`config.mk`:
```
export PLATFORM = sky130hd
export DESIGN_NAME = inst_issue_queue_flat
export DESIGN_NICKNAME = d
export VERILOG_FILES = /design/src/rtl/inst_issue_queue_if.sv /design/src/rtl/inst_issue_queue.sv /design/src/flat_wrapper.sv
export SDC_FILE = /design/constraint.sdc
export NUM_CORES = 2
export LEC_CHECK = 0
export CORE_ASPECT_RATIO = 2
export CORE_MARGIN = 4
export CORE_UTILIZATION = 45
export CTS_BUF_LIST = sky130_fd_sc_hd__clkbuf_8 sky130_fd_sc_hd__clkbuf_16
export CTS_CLUSTER_DIAMETER = 80
export DETAILED_ROUTE_END_ITERATION = 16
export PLACE_DENSITY_LB_ADDON = 0.3
export SYNTH_ARGS = -nofsm -noshare
export SYNTH_HDL_FRONTEND = slang
export SYNTH_SLANG_ARGS = --single-unit
```
`constraint.sdc`:
```
create_clock -name clk -period 16.72 [get_ports clk]
set_input_delay 2.508 -clock clk [delete_from_list [all_inputs] [get_ports clk]]
set_output_delay 2.508 -clock clk [all_outputs]
set_load 0.02 [all_outputs]
```
`src/rtl/inst_issue_queue_if.sv`:
```
// Fetch-to-decode handshake bundle: push side from the I-cache/prediction stage,
// issue side toward the dual decoder.
interface inst_issue_queue_if #(
    parameter int PTR_W = 4
);
    logic             flush;
    logic [1:0]       push_valid;
    logic [31:0]      push_pc;
    logic [31:0]      push_inst0;
    logic [31:0]      push_inst1;
    logic [1:0]       push_pred_taken;
    logic [31:0]      push_pred_target;
    logic             push_ready;
    logic             stall;
    logic             single_req;
    logic [1:0]       issue_valid;
    logic [31:0]      issue_pc0;
    logic [31:0]      issue_pc1;
    logic [31:0]      issue_inst0;
    logic [31:0]      issue_inst1;
    logic [1:0]       issue_pred_taken;
    logic [31:0]      issue_pred_target0;
    logic [31:0]      issue_pred_target1;
    logic [1:0]       issue_in_delayslot;
    logic [PTR_W:0]   count;

    modport master (
        output flush, push_valid, push_pc, push_inst0, push_inst1, push_pred_taken,
               push_pred_target, stall, single_req,
        input  push_ready, issue_valid, issue_pc0, issue_pc1, issue_inst0, issue_inst1,
               issue_pred_taken, issue_pred_target0, issue_pred_target1,
               issue_in_delayslot, count
    );

    modport slave (
        input  flush, push_valid, push_pc, push_inst0, push_inst1, push_pred_taken,
               push_pred_target, stall, single_req,
        output push_ready, issue_valid, issue_pc0, issue_pc1, issue_inst0, issue_inst1,
               issue_pred_taken, issue_pred_target0, issue_pred_target1,
               issue_in_delayslot, count
    );
endinterface

```
`src/rtl/inst_issue_queue.sv`:
```
// Circular instruction queue between fetch and decode; issues one or two
// instructions per cycle under MIPS pairing rules and tags branch delay slots.
module inst_issue_queue #(
    parameter int PTR_W   = 4,
    parameter int ISSUE_W = 2
) (
    input  logic clk,
    input  logic rst,
    inst_issue_queue_if.slave bus
);
    localparam int DEPTH = 1 << PTR_W;
    localparam logic [PTR_W:0] PUSH_LIM = (PTR_W+1)'(DEPTH - 2);
    localparam logic [PTR_W:0] TWO      = (PTR_W+1)'(2);

    logic [31:0]      r_pc   [DEPTH];
    logic [31:0]      r_inst [DEPTH];
    logic [31:0]      r_tgt  [DEPTH];
    logic             r_pt   [DEPTH];
    logic [PTR_W-1:0] r_head;
    logic [PTR_W-1:0] r_tail;
    logic [PTR_W:0]   r_count;
    logic             r_ds;

    function automatic logic f_is_md(input logic [31:0] w);
        return (w[31:26] == 6'h00 && w[5:0] inside {6'h18, 6'h19, 6'h1a, 6'h1b}) ||
               (w[31:26] == 6'h1c && w[5:0] inside {6'h00, 6'h01, 6'h02, 6'h04, 6'h05});
    endfunction

    function automatic logic f_is_br(input logic [31:0] w);
        return (w[31:26] == 6'h00 && w[5:0] inside {6'h08, 6'h09}) ||
               (w[31:26] == 6'h01 && w[20:16] inside {5'h00, 5'h01, 5'h10, 5'h11}) ||
               (w[31:26] inside {6'h02, 6'h03, 6'h04, 6'h05, 6'h06, 6'h07});
    endfunction

    function automatic logic f_is_ls(input logic [31:0] w);
        return w[31:26] inside {6'h20, 6'h21, 6'h22, 6'h23, 6'h24, 6'h25, 6'h26,
                                6'h28, 6'h29, 6'h2a, 6'h2b, 6'h2e, 6'h30, 6'h38};
    endfunction

    function automatic logic f_is_trap(input logic [31:0] w);
        return w[31:26] == 6'h00 &&
               w[5:0] inside {6'h30, 6'h31, 6'h32, 6'h33, 6'h34, 6'h36, 6'h0c, 6'h0d};
    endfunction

    function automatic logic f_is_priv(input logic [31:0] w);
        return w[31:26] == 6'h10 && (w[25:21] == 5'h00 || w[25:21] == 5'h04) &&
               w[10:3] == 8'h00;
    endfunction

    // Anything that must occupy the issue slot alone, in either lane.
    function automatic logic f_no_pair(input logic [31:0] w);
        return f_is_md(w) || f_is_ls(w) || f_is_trap(w) || f_is_priv(w) ||
               w == 32'h4200_0018 || w == 32'h0000_0040;
    endfunction

    logic [PTR_W-1:0] w_e1;
    logic [PTR_W-1:0] w_tail1;
    logic [31:0]      w_i0;
    logic [31:0]      w_i1;
    logic             w_dual;
    logic [1:0]       w_issue_valid;
    logic [1:0]       w_pop_n;
    logic [1:0]       w_push_n;
    logic             w_push_ok;
    logic             w_last_br;

    assign w_e1    = r_head + 1'b1;
    assign w_tail1 = r_tail + 1'b1;
    assign w_i0    = r_inst[r_head];
    assign w_i1    = r_inst[w_e1];

    assign w_dual = (ISSUE_W == 2) && (r_count >= TWO) && !bus.single_req &&
                    !f_no_pair(w_i0) && !f_no_pair(w_i1) && !f_is_br(w_i1);
    assign w_issue_valid = (r_count == '0) ? 2'b00 : (w_dual ? 2'b11 : 2'b01);
    assign w_pop_n   = bus.stall ? 2'd0 : (w_issue_valid == 2'b11 ? 2'd2 :
                                           (w_issue_valid == 2'b01 ? 2'd1 : 2'd0));
    assign w_push_ok = bus.push_ready && bus.push_valid[0];
    assign w_push_n  = !w_push_ok ? 2'd0 : (bus.push_valid[1] ? 2'd2 : 2'd1);
    assign w_last_br = w_dual ? f_is_br(w_i1) : f_is_br(w_i0);

    assign bus.push_ready         = (r_count <= PUSH_LIM);
    assign bus.count              = r_count;
    assign bus.issue_valid        = w_issue_valid;
    assign bus.issue_pc0          = r_pc[r_head];
    assign bus.issue_pc1          = r_pc[w_e1];
    assign bus.issue_inst0        = w_i0;
    assign bus.issue_inst1        = w_i1;
    assign bus.issue_pred_taken   = {r_pt[w_e1], r_pt[r_head]};
    assign bus.issue_pred_target0 = r_tgt[r_head];
    assign bus.issue_pred_target1 = r_tgt[w_e1];
    assign bus.issue_in_delayslot = {w_dual && f_is_br(w_i0), r_ds};

    // Control state: pointers, occupancy and delay-slot tracking.
    always_ff @(posedge clk) begin
        if (rst || bus.flush) begin
            r_head  <= '0;
            r_tail  <= '0;
            r_count <= '0;
            r_ds    <= 1'b0;
        end else begin
            r_head  <= r_head + PTR_W'(w_pop_n);
            r_tail  <= r_tail + PTR_W'(w_push_n);
            r_count <= r_count + (PTR_W+1)'(w_push_n) - (PTR_W+1)'(w_pop_n);
            if (w_pop_n != 2'd0)
                r_ds <= w_last_br;
        end
    end

    // Entry storage carries no reset; occupancy alone decides validity.
    always_ff @(posedge clk) begin
        if (w_push_ok && !bus.flush) begin
            r_pc[r_tail]   <= bus.push_pc;
            r_inst[r_tail] <= bus.push_inst0;
            r_pt[r_tail]   <= bus.push_pred_taken[0];
            r_tgt[r_tail]  <= bus.push_pred_target;
            if (bus.push_valid[1]) begin
                r_pc[w_tail1]   <= bus.push_pc + 32'd4;
                r_inst[w_tail1] <= bus.push_inst1;
                r_pt[w_tail1]   <= bus.push_pred_taken[1];
                r_tgt[w_tail1]  <= bus.push_pred_target;
            end
        end
    end
endmodule

```
`src/flat_wrapper.sv`:
```
// flat-port wrapper written by rule: the top's interface ports become plain ports
module inst_issue_queue_flat 
#(
    parameter int PTR_W   = 4,
    parameter int ISSUE_W = 2
)
  (clk, rst, bus_flush, bus_push_valid, bus_push_pc, bus_push_inst0, bus_push_inst1, bus_push_pred_taken, bus_push_pred_target, bus_stall, bus_single_req, bus_push_ready, bus_issue_valid, bus_issue_pc0, bus_issue_pc1, bus_issue_inst0, bus_issue_inst1, bus_issue_pred_taken, bus_issue_pred_target0, bus_issue_pred_target1, bus_issue_in_delayslot, bus_count);
  inst_issue_queue_if #(.PTR_W(PTR_W)) bus_i ();
  input  logic clk;
  input  logic rst;
  input wire logic [$bits(bus_i.flush)-1:0] bus_flush;
  input wire logic [$bits(bus_i.push_valid)-1:0] bus_push_valid;
  input wire logic [$bits(bus_i.push_pc)-1:0] bus_push_pc;
  input wire logic [$bits(bus_i.push_inst0)-1:0] bus_push_inst0;
  input wire logic [$bits(bus_i.push_inst1)-1:0] bus_push_inst1;
  input wire logic [$bits(bus_i.push_pred_taken)-1:0] bus_push_pred_taken;
  input wire logic [$bits(bus_i.push_pred_target)-1:0] bus_push_pred_target;
  input wire logic [$bits(bus_i.stall)-1:0] bus_stall;
  input wire logic [$bits(bus_i.single_req)-1:0] bus_single_req;
  output wire logic [$bits(bus_i.push_ready)-1:0] bus_push_ready;
  output wire logic [$bits(bus_i.issue_valid)-1:0] bus_issue_valid;
  output wire logic [$bits(bus_i.issue_pc0)-1:0] bus_issue_pc0;
  output wire logic [$bits(bus_i.issue_pc1)-1:0] bus_issue_pc1;
  output wire logic [$bits(bus_i.issue_inst0)-1:0] bus_issue_inst0;
  output wire logic [$bits(bus_i.issue_inst1)-1:0] bus_issue_inst1;
  output wire logic [$bits(bus_i.issue_pred_taken)-1:0] bus_issue_pred_taken;
  output wire logic [$bits(bus_i.issue_pred_target0)-1:0] bus_issue_pred_target0;
  output wire logic [$bits(bus_i.issue_pred_target1)-1:0] bus_issue_pred_target1;
  output wire logic [$bits(bus_i.issue_in_delayslot)-1:0] bus_issue_in_delayslot;
  output wire logic [$bits(bus_i.count)-1:0] bus_count;
  assign bus_i.flush = bus_flush;
  assign bus_i.push_valid = bus_push_valid;
  assign bus_i.push_pc = bus_push_pc;
  assign bus_i.push_inst0 = bus_push_inst0;
  assign bus_i.push_inst1 = bus_push_inst1;
  assign bus_i.push_pred_taken = bus_push_pred_taken;
  assign bus_i.push_pred_target = bus_push_pred_target;
  assign bus_i.stall = bus_stall;
  assign bus_i.single_req = bus_single_req;
  assign bus_push_ready = bus_i.push_ready;
  assign bus_issue_valid = bus_i.issue_valid;
  assign bus_issue_pc0 = bus_i.issue_pc0;
  assign bus_issue_pc1 = bus_i.issue_pc1;
  assign bus_issue_inst0 = bus_i.issue_inst0;
  assign bus_issue_inst1 = bus_i.issue_inst1;
  assign bus_issue_pred_taken = bus_i.issue_pred_taken;
  assign bus_issue_pred_target0 = bus_i.issue_pred_target0;
  assign bus_issue_pred_target1 = bus_i.issue_pred_target1;
  assign bus_issue_in_delayslot = bus_i.issue_in_delayslot;
  assign bus_count = bus_i.count;
  inst_issue_queue #(.PTR_W(PTR_W), .ISSUE_W(ISSUE_W)) u_core (.clk(clk), .rst(rst), .bus(bus_i));
endmodule
```
==> flow_summary.json <==
{
  "status": "finished, violations left",
  "violations": "capacitance limit, slew limit",
  "worst_pin_slew_ns": 1.584,
  "worstPathMaxFanout": 45,
  "crit_family": "buffers and inverters",
  "pwr_density_cell_nw_per_um2": 110.5,
  "cts_tree": "yes",
  "ant_nets": 0,
  "cap_violations": 1,
  "hp-class": "reg2reg",
  "async_flop_share_pct": 0,
  "drt_iter0_drc": 8910,
  "ir_drop_v": 0.00007067,
  "r2r_end": "u_core.bus.count[4]",
  "initial_utilization_pct": 45.33,
  "synthCells": 6143,
  "p_leak_nw": 31.95,
  "cpPeakStageDelay_ns": 0.95,
  "reg2reg_from": "u_core.r_head[0]",
  "r2r.worst_path.cells": 21,
  "stdcell_area_um2": 95520,
  "cp.arrival_ns": 8.39,
  "drc": 0,
  "drive_gt1_share_pct": 21.57,
  "final_cell_mix": "1948 x nand2_1, 1552 x edfxtp_1, 908 x mux4_2",
  "routed_wl_um": 301200,
  "mostFrequentLayoutCell": "nand2_1",
  "critPathSlowestCell": "a2111oi_0",
  "fin_total_pwr_w": 0.01056,
  "vias": 57460,
  "grt_max_degree": 138,
  "hold_buffers": 0,
  "cts_resized": 0,
  "gr-usage-all-layers_pct": 30.27,
  "setup_viol": 0,
  "period_share_pct": 65.19,
  "register_area_um2": 46900,
  "cts_made_buffers": 152,
  "netlist_area_um2": 85250,
  "routedWlPerCell_um": 34.22,
  "core_um2": 188100,
  "period_needed_ns": 10.90,
  "dieArea_um2": 196900,
  "io_pins": 341,
  "hpwl_um": 171800,
  "setup.worst_path.start_class": "flip-flop",
  "grt_pass1_vias": 57430,
  "ys_seq_area_share_pct": 54.99,
  "synth_edf_count": 1552,
  "min_to": "u_core.r_ds",
  "vias_per_cell": 6.529,
  "clockRootBuffer": "clkbuf_16",
  "place_congestion": 0.9116,
  "placed_area_um2": 90610,
  "fillers": 15650,
  "rsz0062_at_grt": "false",
  "cts_setup_buffers": 0,
  "r2r_slack_ns": 8.10,
  "maxSlewHeadroom_pct": -6.114,
  "crit_type": "reg2out",
  "gr-total-overflow": 0,
  "hold_ws_ns": 0.4976,
  "finalHoldViolCount": 0,
  "clkSlewWorstSetupHoldPaths_ns": 0.06,
  "port_buffers": 340,
  "cts_buffer_depth": 4,
  "dr.pass1.iters": 6,
  "synthToLayoutAreaGrowth_pct": 12.04,
  "fp-row-count": 225,
  "worst_clock_skew_ns": 0.04073,
  "layout.nets": 6310,
  "end_kind": "primary output",
  "syn_area_per_cell_um2": 13.88,
  "crit_path_cell_trace": "ha_4, buf_4, buf_4, mux4_2, mux2i_1, mux2i_1, nor3_1, nand2_1, a2111oi_0, nor4_1, and3_1, clkdlybuf4s50_1",
  "synth_nets": 6300,
  "min_path_cells": 2,
  "synth_warnings": 0,
  "antenna_found_initial": 41,
  "required_ns": 14.21,
  "multiInputGateArea_um2": 35950,
  "cts.sinks": 1566,
  "synth.distinct_cells": 67,
  "htree_levels": 4,
  "insertion_delay_ns": 0.80,
  "ys.flop_type": "edfxtp_1",
  "die_w_um": 315.8,
  "die_y_um": 623.6,
  "timing.final.max_slew_violations": 9,
  "fmax_mhz": 91.74,
  "min_from": "u_core.r_ds",
  "final_util_pct": 50.79,
  "fin_tns_setup_ns": 0,
  "grt_pass1_wl_um": 422700,
  "synth-seq-cells": 1566,
  "cp_num_buf_inv": 3
}
layout make-up:
| type | instances | share of cell area [%] |
|---|---|---|
| flip-flops and latches | 1566 | 49.10 |
| repair buffers | 480 | 4.781 |
| clock inverters | 114 | 1.006 |
| well taps | 2497 | 3.271 |
| diodes | 37 | 0.09694 |
| multi-input cells | 3934 | 37.63 |
| clock buffers | 154 | 4.035 |
| inverters | 19 | 0.07467 |
worst register-to-register path: stages, from the launching register on:
cell       delay [ns]
dfxtp_4          0.85
ha_4             0.86
buf_4            0.89
buf_4            0.87
mux4_2           0.61
mux2i_1          0.23
mux2i_1          0.21
nor3_1           0.61
nand2_1          0.35
a2111oi_0        0.95
nor4_1           0.20
a21oi_1          0.41
ha_1             0.31
inv_1            0.06
ha_1             0.15
inv_1            0.06
fa_1             0.41
inv_1            0.09
a21oi_1          0.07
nor2_1           0.12
or3_1            0.12
a21oi_1          0.06
state kept, by name (all words and copies together), names as in the netlist:
| register | flops |
|---|---|
| u_core.r_inst | 512 |
| u_core.r_pc | 512 |
| u_core.r_tgt | 512 |
| u_core.r_pt | 16 |
| u_core.bus.count | 5 |
| u_core.r_head | 4 |
| u_core.r_tail | 4 |
| u_core.r_ds | 1 |
worst max-delay path by stage:
stage	cells after the start	startpoint	end	slack (ns)
after floorplan	5	bus_push_valid[0]	u_core.r_inst[0][0]	6.13
after global placement	12	u_core.r_head[0]	bus_issue_in_delayslot[1]	6.96
after detailed placement	12	u_core.r_head[0]	bus_issue_in_delayslot[1]	6.84
after CTS	12	u_core.r_head[0]	bus_issue_in_delayslot[1]	5.99
after global routing	12	u_core.r_head[0]	bus_issue_in_delayslot[1]	5.43
final	12	u_core.r_head[0]	bus_issue_in_delayslot[1]	5.82
layer usage:
metal | global-route usage [%] | up-vias | share of wire (%)
met1 | 36.47 | 29410 | 33
met2 | 49.41 | 4084 | 48
met3 | 7.866 | 1072 | 12
li1 | - | 22860 | -
met5 | 0.5495 | - | 0.12
met4 | 17.16 | 34 | 6.6
synthesized netlist by cell type (all sizes together) (2+ instances only):
master | instances | area share [%]
nor3 | 20 | 0.12
a22o | 3 | 0.031
and2 | 9 | 0.066
buf | 265 | 1.7
a22oi | 28 | 0.25
a21oi | 22 | 0.13
nor4b | 6 | 0.062
nand2 | 1965 | 8.7
mux4 | 915 | 24
or3 | 8 | 0.059
a211oi | 5 | 0.050
inv | 19 | 0.084
nand3 | 27 | 0.17
a221oi | 2 | 0.035
nor2b | 8 | 0.059
nand2b | 4 | 0.029
dfxtp | 14 | 0.33
o21ai | 92 | 0.54
o211ai | 3 | 0.026
nor4 | 7 | 0.069
mux2 | 6 | 0.079
edfxtp | 1552 | 55
nand4 | 12 | 0.088
xnor2 | 214 | 2.2
nor3b | 2 | 0.018
xor2 | 182 | 1.9
ha | 16 | 0.23
o21a | 2 | 0.018
a31oi | 3 | 0.022
or2 | 5 | 0.037
and3 | 12 | 0.088
mux2i | 88 | 1.1
clkbuf | 359 | 1.6
nor2 | 244 | 1.1
o22ai | 6 | 0.044
and4b | 2 | 0.023
fa | 4 | 0.094
kinds of logic after synthesis:
kind of cell / count (synthesis) / share of synthesized area [%]
AO/OA/AOI/OAI: 173 / 1.223
XOR/XNOR: 396 / 4.099
multiplexers: 1009 / 25.33
adder cells (fa/ha/maj): 20 / 0.3287
buffers and inverters: 643 / 3.351
AND/OR/NAND/NOR: 2336 / 10.67
flip-flops: 1566 / 54.99
per-stage QoR:
step | cells | setup slack [ns]
final | 8801 | 5.820
after CTS | 8764 | 5.988
after detailed placement | 8496 | 6.841
after global placement | 8496 | 6.961
after floorplan | 6143 | 6.127
after global routing | 8782 | 5.425
power by group:
group / internal, W / total, W / switching (W) / leakage, nW
combinational: 0.00126 / 0.00268 / 0.00143 / 15.4
clock: 0.00190 / 0.00344 / 0.00154 / 2.45
sequential: 0.00438 / 0.00443 / 0.0000477 / 14.1
Note: power is estimated with default switching activity, not from simulation.
